--- src/rtl/bsg_tag_serial_tx_pkg.sv ---
// Shared types and helpers for the bsg_tag serial transmitter.
package bsg_tag_serial_tx_pkg;

  // Transmit sequencer states. The state held in the register is always the
  // field whose bit is currently on tag_data_o.
  typedef enum logic [2:0] {
    S_IDLE    = 3'd0,
    S_START   = 3'd1,
    S_NODE    = 3'd2,
    S_DNR     = 3'd3,
    S_LEN     = 3'd4,
    S_PAYLOAD = 3'd5,
    S_RST     = 3'd6,
    S_GAP     = 3'd7
  } tx_state_e;

  // Elaboration-time maximum, used to size the shared bit counter.
  function automatic int max_int(input int a, input int b);
    return (a > b) ? a : b;
  endfunction

endpackage

--- src/rtl/bsg_tag_serial_tx.sv ---
// Host-side bsg_tag serial transmitter. Takes one command per valid/ready
// handshake and emits either a client packet or a master-reset sequence on
// tag_data_o/tag_en_o, LSB first within every field, both outputs registered.
module bsg_tag_serial_tx
  import bsg_tag_serial_tx_pkg::*;
#(
  parameter int els_p       = 54,
  parameter int lg_width_p  = 4,
  parameter int gap_p       = 2,
  parameter int reset_len_p = 2 * (3 + $clog2(els_p) + lg_width_p + (2**lg_width_p - 1))
) (
  input  logic                        clk_i,
  input  logic                        reset_n_i,
  input  logic                        v_i,
  output logic                        ready_o,
  input  logic                        master_reset_i,
  input  logic [$clog2(els_p)-1:0]    node_id_i,
  input  logic                        data_not_reset_i,
  input  logic [lg_width_p-1:0]       len_i,
  input  logic [2**lg_width_p-2:0]    payload_i,
  output logic                        tag_data_o,
  output logic                        tag_en_o,
  output logic                        busy_o
);

  localparam int node_w  = $clog2(els_p);
  localparam int max_len = 2**lg_width_p - 1;
  // The counter must reach the last index of the longest field of any kind.
  localparam int cnt_max = max_int(max_int(reset_len_p, max_len),
                                   max_int(max_int(node_w, lg_width_p), gap_p));
  localparam int cnt_w   = $clog2(cnt_max + 1);
  // Shift register holds node, dnr, len and payload back to back in the
  // order they go out, so one right shift per emitted bit walks all fields.
  localparam int sh_w    = node_w + 1 + lg_width_p + max_len;

  typedef logic [cnt_w-1:0] cnt_t;

  typedef struct packed {
    logic                    master_reset;
    logic [node_w-1:0]       node_id;
    logic                    data_not_reset;
    logic [lg_width_p-1:0]   len;
    logic [max_len-1:0]      payload;
  } cmd_s;

  cmd_s                  cmd_in;

  logic [1:0]            rst_sync_reg;
  logic                  rst_n;

  tx_state_e             state_reg, state_next;
  cnt_t                  cnt_reg, cnt_next;
  cnt_t                  field_last;
  logic                  field_done;
  logic [lg_width_p-1:0] len_reg, len_next;
  logic [sh_w-1:0]       sh_reg, sh_next;
  logic                  data_reg, data_next;
  logic                  en_reg, en_next;
  logic                  accept;

  // Bundle the command inputs so the latch point sees one coherent word.
  always_comb begin
    cmd_in                = '0;
    cmd_in.master_reset   = master_reset_i;
    cmd_in.node_id        = node_id_i;
    cmd_in.data_not_reset = data_not_reset_i;
    cmd_in.len            = len_i;
    cmd_in.payload        = payload_i;
  end

  // Reset asserts immediately but releases only on a clock edge, two flops deep.
  always_ff @(posedge clk_i or negedge reset_n_i) begin
    if (!reset_n_i) begin
      rst_sync_reg <= 2'b00;
    end else begin
      rst_sync_reg <= {rst_sync_reg[0], 1'b1};
    end
  end

  assign rst_n = rst_sync_reg[1];

  assign ready_o = (state_reg == S_IDLE);
  assign busy_o  = ~ready_o;
  assign accept  = v_i & ready_o;

  // Index of the final bit of the field currently being sent.
  always_comb begin
    field_last = '0;
    case (state_reg)
      S_NODE:    field_last = cnt_t'(node_w - 1);
      S_LEN:     field_last = cnt_t'(lg_width_p - 1);
      S_PAYLOAD: field_last = cnt_t'(len_reg) - cnt_t'(1);
      S_RST:     field_last = cnt_t'(reset_len_p - 1);
      S_GAP:     field_last = cnt_t'(gap_p - 1);
      default:   field_last = '0;
    endcase
  end

  assign field_done = (cnt_reg == field_last);

  // Next-state sequencing, counter update and the next output bit.
  always_comb begin
    state_next = state_reg;
    cnt_next   = cnt_reg;
    len_next   = len_reg;
    sh_next    = sh_reg;
    data_next  = 1'b0;
    en_next    = 1'b1;

    case (state_reg)
      S_IDLE: begin
        if (accept) begin
          state_next = cmd_in.master_reset ? S_RST : S_START;
          len_next   = cmd_in.len;
          sh_next    = {cmd_in.payload, cmd_in.len, cmd_in.data_not_reset, cmd_in.node_id};
        end
      end
      S_START:   state_next = S_NODE;
      S_NODE:    if (field_done) state_next = S_DNR;
      S_DNR:     state_next = S_LEN;
      S_LEN: begin
        if (field_done) begin
          state_next = (len_reg == '0) ? S_GAP : S_PAYLOAD;
        end
      end
      S_PAYLOAD: if (field_done) state_next = S_GAP;
      S_RST:     if (field_done) state_next = S_GAP;
      S_GAP:     if (field_done) state_next = S_IDLE;
      default:   state_next = S_IDLE;
    endcase

    // The counter restarts on every field change and never runs in IDLE.
    if (state_next != state_reg || state_next == S_IDLE) begin
      cnt_next = '0;
    end else begin
      cnt_next = cnt_reg + cnt_t'(1);
    end

    // Output register is loaded with the bit belonging to the next state.
    case (state_next)
      S_IDLE: begin
        data_next = 1'b0;
        en_next   = 1'b0;
      end
      S_START, S_RST: data_next = 1'b1;
      S_NODE, S_DNR, S_LEN, S_PAYLOAD: begin
        data_next = sh_reg[0];
        sh_next   = sh_reg >> 1;
      end
      S_GAP:   data_next = 1'b0;
      default: data_next = 1'b0;
    endcase
  end

  // Sequencer state, field counter, latched command and registered outputs.
  always_ff @(posedge clk_i or negedge rst_n) begin
    if (!rst_n) begin
      state_reg <= S_IDLE;
      cnt_reg   <= '0;
      len_reg   <= '0;
      sh_reg    <= '0;
      data_reg  <= 1'b0;
      en_reg    <= 1'b0;
    end else begin
      state_reg <= state_next;
      cnt_reg   <= cnt_next;
      len_reg   <= len_next;
      sh_reg    <= sh_next;
      data_reg  <= data_next;
      en_reg    <= en_next;
    end
  end

  assign tag_data_o = data_reg;
  assign tag_en_o   = en_reg;

  // Out-of-range client ids are still sent (truncated); flag them in simulation.
  node_in_range: assert property (@(posedge clk_i) disable iff (!reset_n_i)
    (accept && !master_reset_i) |-> (32'(node_id_i) < els_p));

  // Length beyond max_len cannot be encoded; check kept for wider len ports.
  len_in_range: assert property (@(posedge clk_i) disable iff (!reset_n_i)
    (accept && !master_reset_i) |-> (32'(len_i) <= max_len));

endmodule

--- config.mk ---
export PLATFORM = sky130hd
export DESIGN_NAME = bsg_tag_serial_tx
export DESIGN_NICKNAME = d
export VERILOG_FILES = /design/src/rtl/bsg_tag_serial_tx_pkg.sv /design/src/rtl/bsg_tag_serial_tx.sv
export SDC_FILE = /design/constraint.sdc
export NUM_CORES = 1
export LEC_CHECK = 0
export ABC_CLOCK_PERIOD_IN_PS = 1650
export CAP_MARGIN = 5
export CORE_MARGIN = 5
export CORE_UTILIZATION = 50
export DETAILED_ROUTE_END_ITERATION = 10
export DONT_BUFFER_PORTS = 1
export PLACE_DENSITY = 0.71
export SKIP_LAST_GASP = 1
export SLEW_MARGIN = 20
export SYNTH_ARGS = -nofsm -noshare
export SYNTH_HDL_FRONTEND = slang
export SYNTH_SLANG_ARGS = --single-unit
--- constraint.sdc ---
create_clock -name clk_i -period 1.65 [get_ports clk_i]
set_input_delay 0.33 -clock clk_i [delete_from_list [all_inputs] [get_ports clk_i]]
set_output_delay 0.33 -clock clk_i [all_outputs]
set_load 0.02 [all_outputs]
==> results_tabular.tex <==
\begin{tabular}{lr}
\hline
Metric & Value \\
\hline
\multicolumn{2}{l}{\textbf{Status}} \\
Run status & finished with violations \\
Violations in the final reports & setup timing \\
\multicolumn{2}{l}{\textbf{Global route}} \\
Number of global-route vias before repair & 3780 \\
Global-route wire length before repair & 18400 um \\
Largest net degree at the start of global routing & 65 \\
Number of antenna violations at the first check in global routing & 0 \\
Total gr overflow & 0 \\
Aggregate global-route resource usage & 26.7\% \\
\multicolumn{2}{l}{\textbf{Cells and area}} \\
Flip-flop count of the largest register, all copies and words added & 26 \\
Number of antenna diodes & 0 \\
P\&R area growth vs syn & 46.1\% \\
Commonest cells after routing, fill and taps aside & 63 x buf\_4, 45 x nand2\_1, 40 x dfrtp\_1 \\
Core Util, Final & 74.1\% \\
Final \#Nets & 523 \\
Filler cell count & 450 \\
Most common cell after layout, fill and taps aside & buf\_4 \\
Layout cell share with drive strength beyond 1 & 38.4\% \\
\multicolumn{2}{l}{\textbf{Route}} \\
First-pass iteration count of the detailed router & 6 \\
Detailed router's first-iteration violation count & 408 \\
Routed WL & 12700 um \\
Detailed-route wire length per cell & 22.2 um \\
Routed Antenna Nets & 0 \\
Via Count & 3990 \\
Detailed-route vias per instance & 6.98 \\
Number of design rule violations left after detail routing & 0 \\
\multicolumn{2}{l}{\textbf{Clock tree}} \\
Inserted Clock Buffers & 5 \\
Clk Latency, worst-skew pair & 310 ps \\
H-tree level count & 2 \\
Clock Path Buffers & 2 \\
Number of sinks handled by clock tree synthesis & 43 \\
TritonCTS clock tree & built \\
Worst-path clk slew & 90 ps \\
Buffer cell driving the clock tree root & clkbuf\_8 \\
\multicolumn{2}{l}{\textbf{Placement}} \\
Final Wtd Congestion & 0.822 \\
Half-perimeter wire length after placement & 7000 um \\
IO buf count & 0 \\
\multicolumn{2}{l}{\textbf{Yosys}} \\
Number of instances in the synthesized netlist & 426 \\
Complex-gate fraction of the synthesized area & 31.8\% \\
Multiplexer share of the synthesized area & 6.39\% \\
Synthesized area per cell & 8.00 um2 \\
Number of warnings printed during yosys synthesis & 0 \\
Post-synthesis sequential element count & 43 \\
Main combinational cell family by area after synthesis & compound AO/OA/AOI/OAI gates \\
Synthesized net count & 458 \\
Share of synthesized cell area in and, or, nand and nor gates & 19.8\% \\
Adder and majority gate portion of the synthesized area & 0.734\% \\
Sequential cell area fraction in the yosys report & 31.6\% \\
Share of synthesized registers carrying an async set or reset & 100\% \\
Count of flip-flops with a built-in enable after synthesis & 0 \\
Post-synth cell types & 55 \\
Share of the synthesized netlist area taken by xor and xnor gates & 1.80\% \\
Mapped Area & 3410 um2 \\
Primary flip-flop cell chosen by synthesis mapping & dfrtp\_1 \\
\multicolumn{2}{l}{\textbf{STA}} \\
Number of setup violations in the final report & 40 \\
Post-layout minimum cycle time & 2370 ps \\
Hold slack final & 165 ps \\
Fraction of the cycle the final worst path needs & 144\% \\
Post-layout worst setup margin & -725 ps \\
RSZ-0062 raised after global routing & true \\
Sum of negative setup slack & -24340 ps \\
Setup clock skew after layout & 6.11 ps \\
Max Clock Freq & 421 MHz \\
Final-report max-slew violation count & 0 \\
Endpoints failing hold & 0 \\
\multicolumn{2}{l}{\textbf{Min path}} \\
WHS Path Cells & 2 \\
Type of the tightest min-delay check & in2reg \\
\multicolumn{2}{l}{\textbf{Worst setup path}} \\
Required arrival time at the worst endpoint & 1830 ps \\
Number of stages on the worst setup path & 8 \\
Critical-path cell list & or4\_4 -> a211oi\_4 -> xnor2\_2 -> nand4\_2 -> buf\_6 -> buf\_6 -> nor4\_4 -> o22ai\_1 \\
Number of buffers and inverters on the critical path & 2 \\
Sort of element at the end of the critical path & flip-flop \\
Kind of launch point of the worst setup path & flip-flop \\
Worst Reg2Reg Path Length in Cells & 8 \\
Highest cell delay on the worst timing path & 540 ps \\
Register-to-register path setup slack & -720 ps \\
Data arrival time of the worst path & 2560 ps \\
Most common cell type on the critical path & buf\_6 \\
Largest fanout on the critical path & 3 \\
Kind of cell with the highest combined delay on the critical path & simple AND/OR/NAND/NOR gates \\
Path type of the worst setup path & reg2reg \\
Slowest stage cell on the critical path & or4\_4 \\
\multicolumn{2}{l}{\textbf{Die}} \\
Total Die Area & 8560 um2 \\
Effective utilization at floorplan & 50.7\% \\
Placeable core area & 6720 um2 \\
Width of the die & 92.5 um \\
I/O Pins & 34 \\
Die height & 92.5 um \\
Standard-cell row count & 30 \\
\multicolumn{2}{l}{\textbf{Run}} \\
Number of max-capacitance violations reported & 0 \\
\hline
\end{tabular}
worst paths after layout:
kind,from,to
setup / recovery,len_reg[2]$_DFFE_PN0P_,state_reg[2]$_DFF_PN0_
max in group asynchronous,rst_sync_reg[1]$_DFF_PN0_,state_reg[2]$_DFF_PN0_
setup reg to reg,len_reg[2]$_DFFE_PN0P_,state_reg[2]$_DFF_PN0_
min in group asynchronous,rst_sync_reg[1]$_DFF_PN0_,sh_reg[17]$_DFFE_PN0P_
hold / removal,len_i[0],len_reg[0]$_DFFE_PN0P_
hold reg to reg,rst_sync_reg[1]$_DFF_PN0_,sh_reg[17]$_DFFE_PN0P_
what timing repair did:
action | 4_1_cts | 5_1_grt
buffers inserted | 11 | 7
endpoints found under the hold margin | 2 | 0
gates resized for setup | 40 | 44
hold buffers | 1 | 0
pin swaps | 18 | 28
cloned | 2 | 3
setup endpoints to repair | 40 | 41
kinds of logic after synthesis:
| logic type | Yosys count |
|---|---|
| multiplexers | 21 |
| buffers and inverters | 62 |
| XOR/XNOR | 7 |
| AND/OR/NAND/NOR | 141 |
| AO/OA/AOI/OAI | 149 |
| other | 1 |
| adder cells (fa/ha/maj) | 2 |
| flip-flops | 43 |
cells in the mapped netlist, types with 15 or more instances:
library cell | number | area [um2]
o211ai_1 | 18 | 135
inv_1 | 23 | 86.3
a22oi_1 | 21 | 158
nor2_1 | 39 | 146
a21oi_1 | 20 | 100
o21ai_0 | 20 | 100
dfrtp_1 | 43 | 1080
mux2i_1 | 15 | 150
clkbuf_1 | 23 | 86.3
o221ai_1 | 17 | 149
nand2_1 | 45 | 169
a211oi_1 | 25 | 188
nor3_1 | 20 | 100
area by class of cell:
class	count	area, um2	area share, %
clock buffer	6	82.6	1.66
clock inverter	2	35.0	0.704
inverter	24	90.1	1.81
multi-input combinational	321	2530	50.8
sequential	43	1080	21.7
tap	80	100	2.01
timing repair buffer	96	1060	21.3
through the flow:
step	cell area [um2]	instances	worst slack (ps)
after floorplan	3580	426	-431
after global placement	4190	540	-678
after detailed placement	4190	540	-710
after CTS	4650	562	-577
after global routing	4980	572	-804
final	4980	572	-725
metal layers:
layer	wire, um	global-route usage (%)	up-vias
met3	1260	6.42	50
met4	454	12.0	0
met1	4890	33.9	1936
li1	-	-	1730
met5	0	0	-
met2	6100	43.0	274
Power is left out: the tool's default activity adds up to more than one toggle a clock period on the data nets, which glitch-free logic cannot reach.
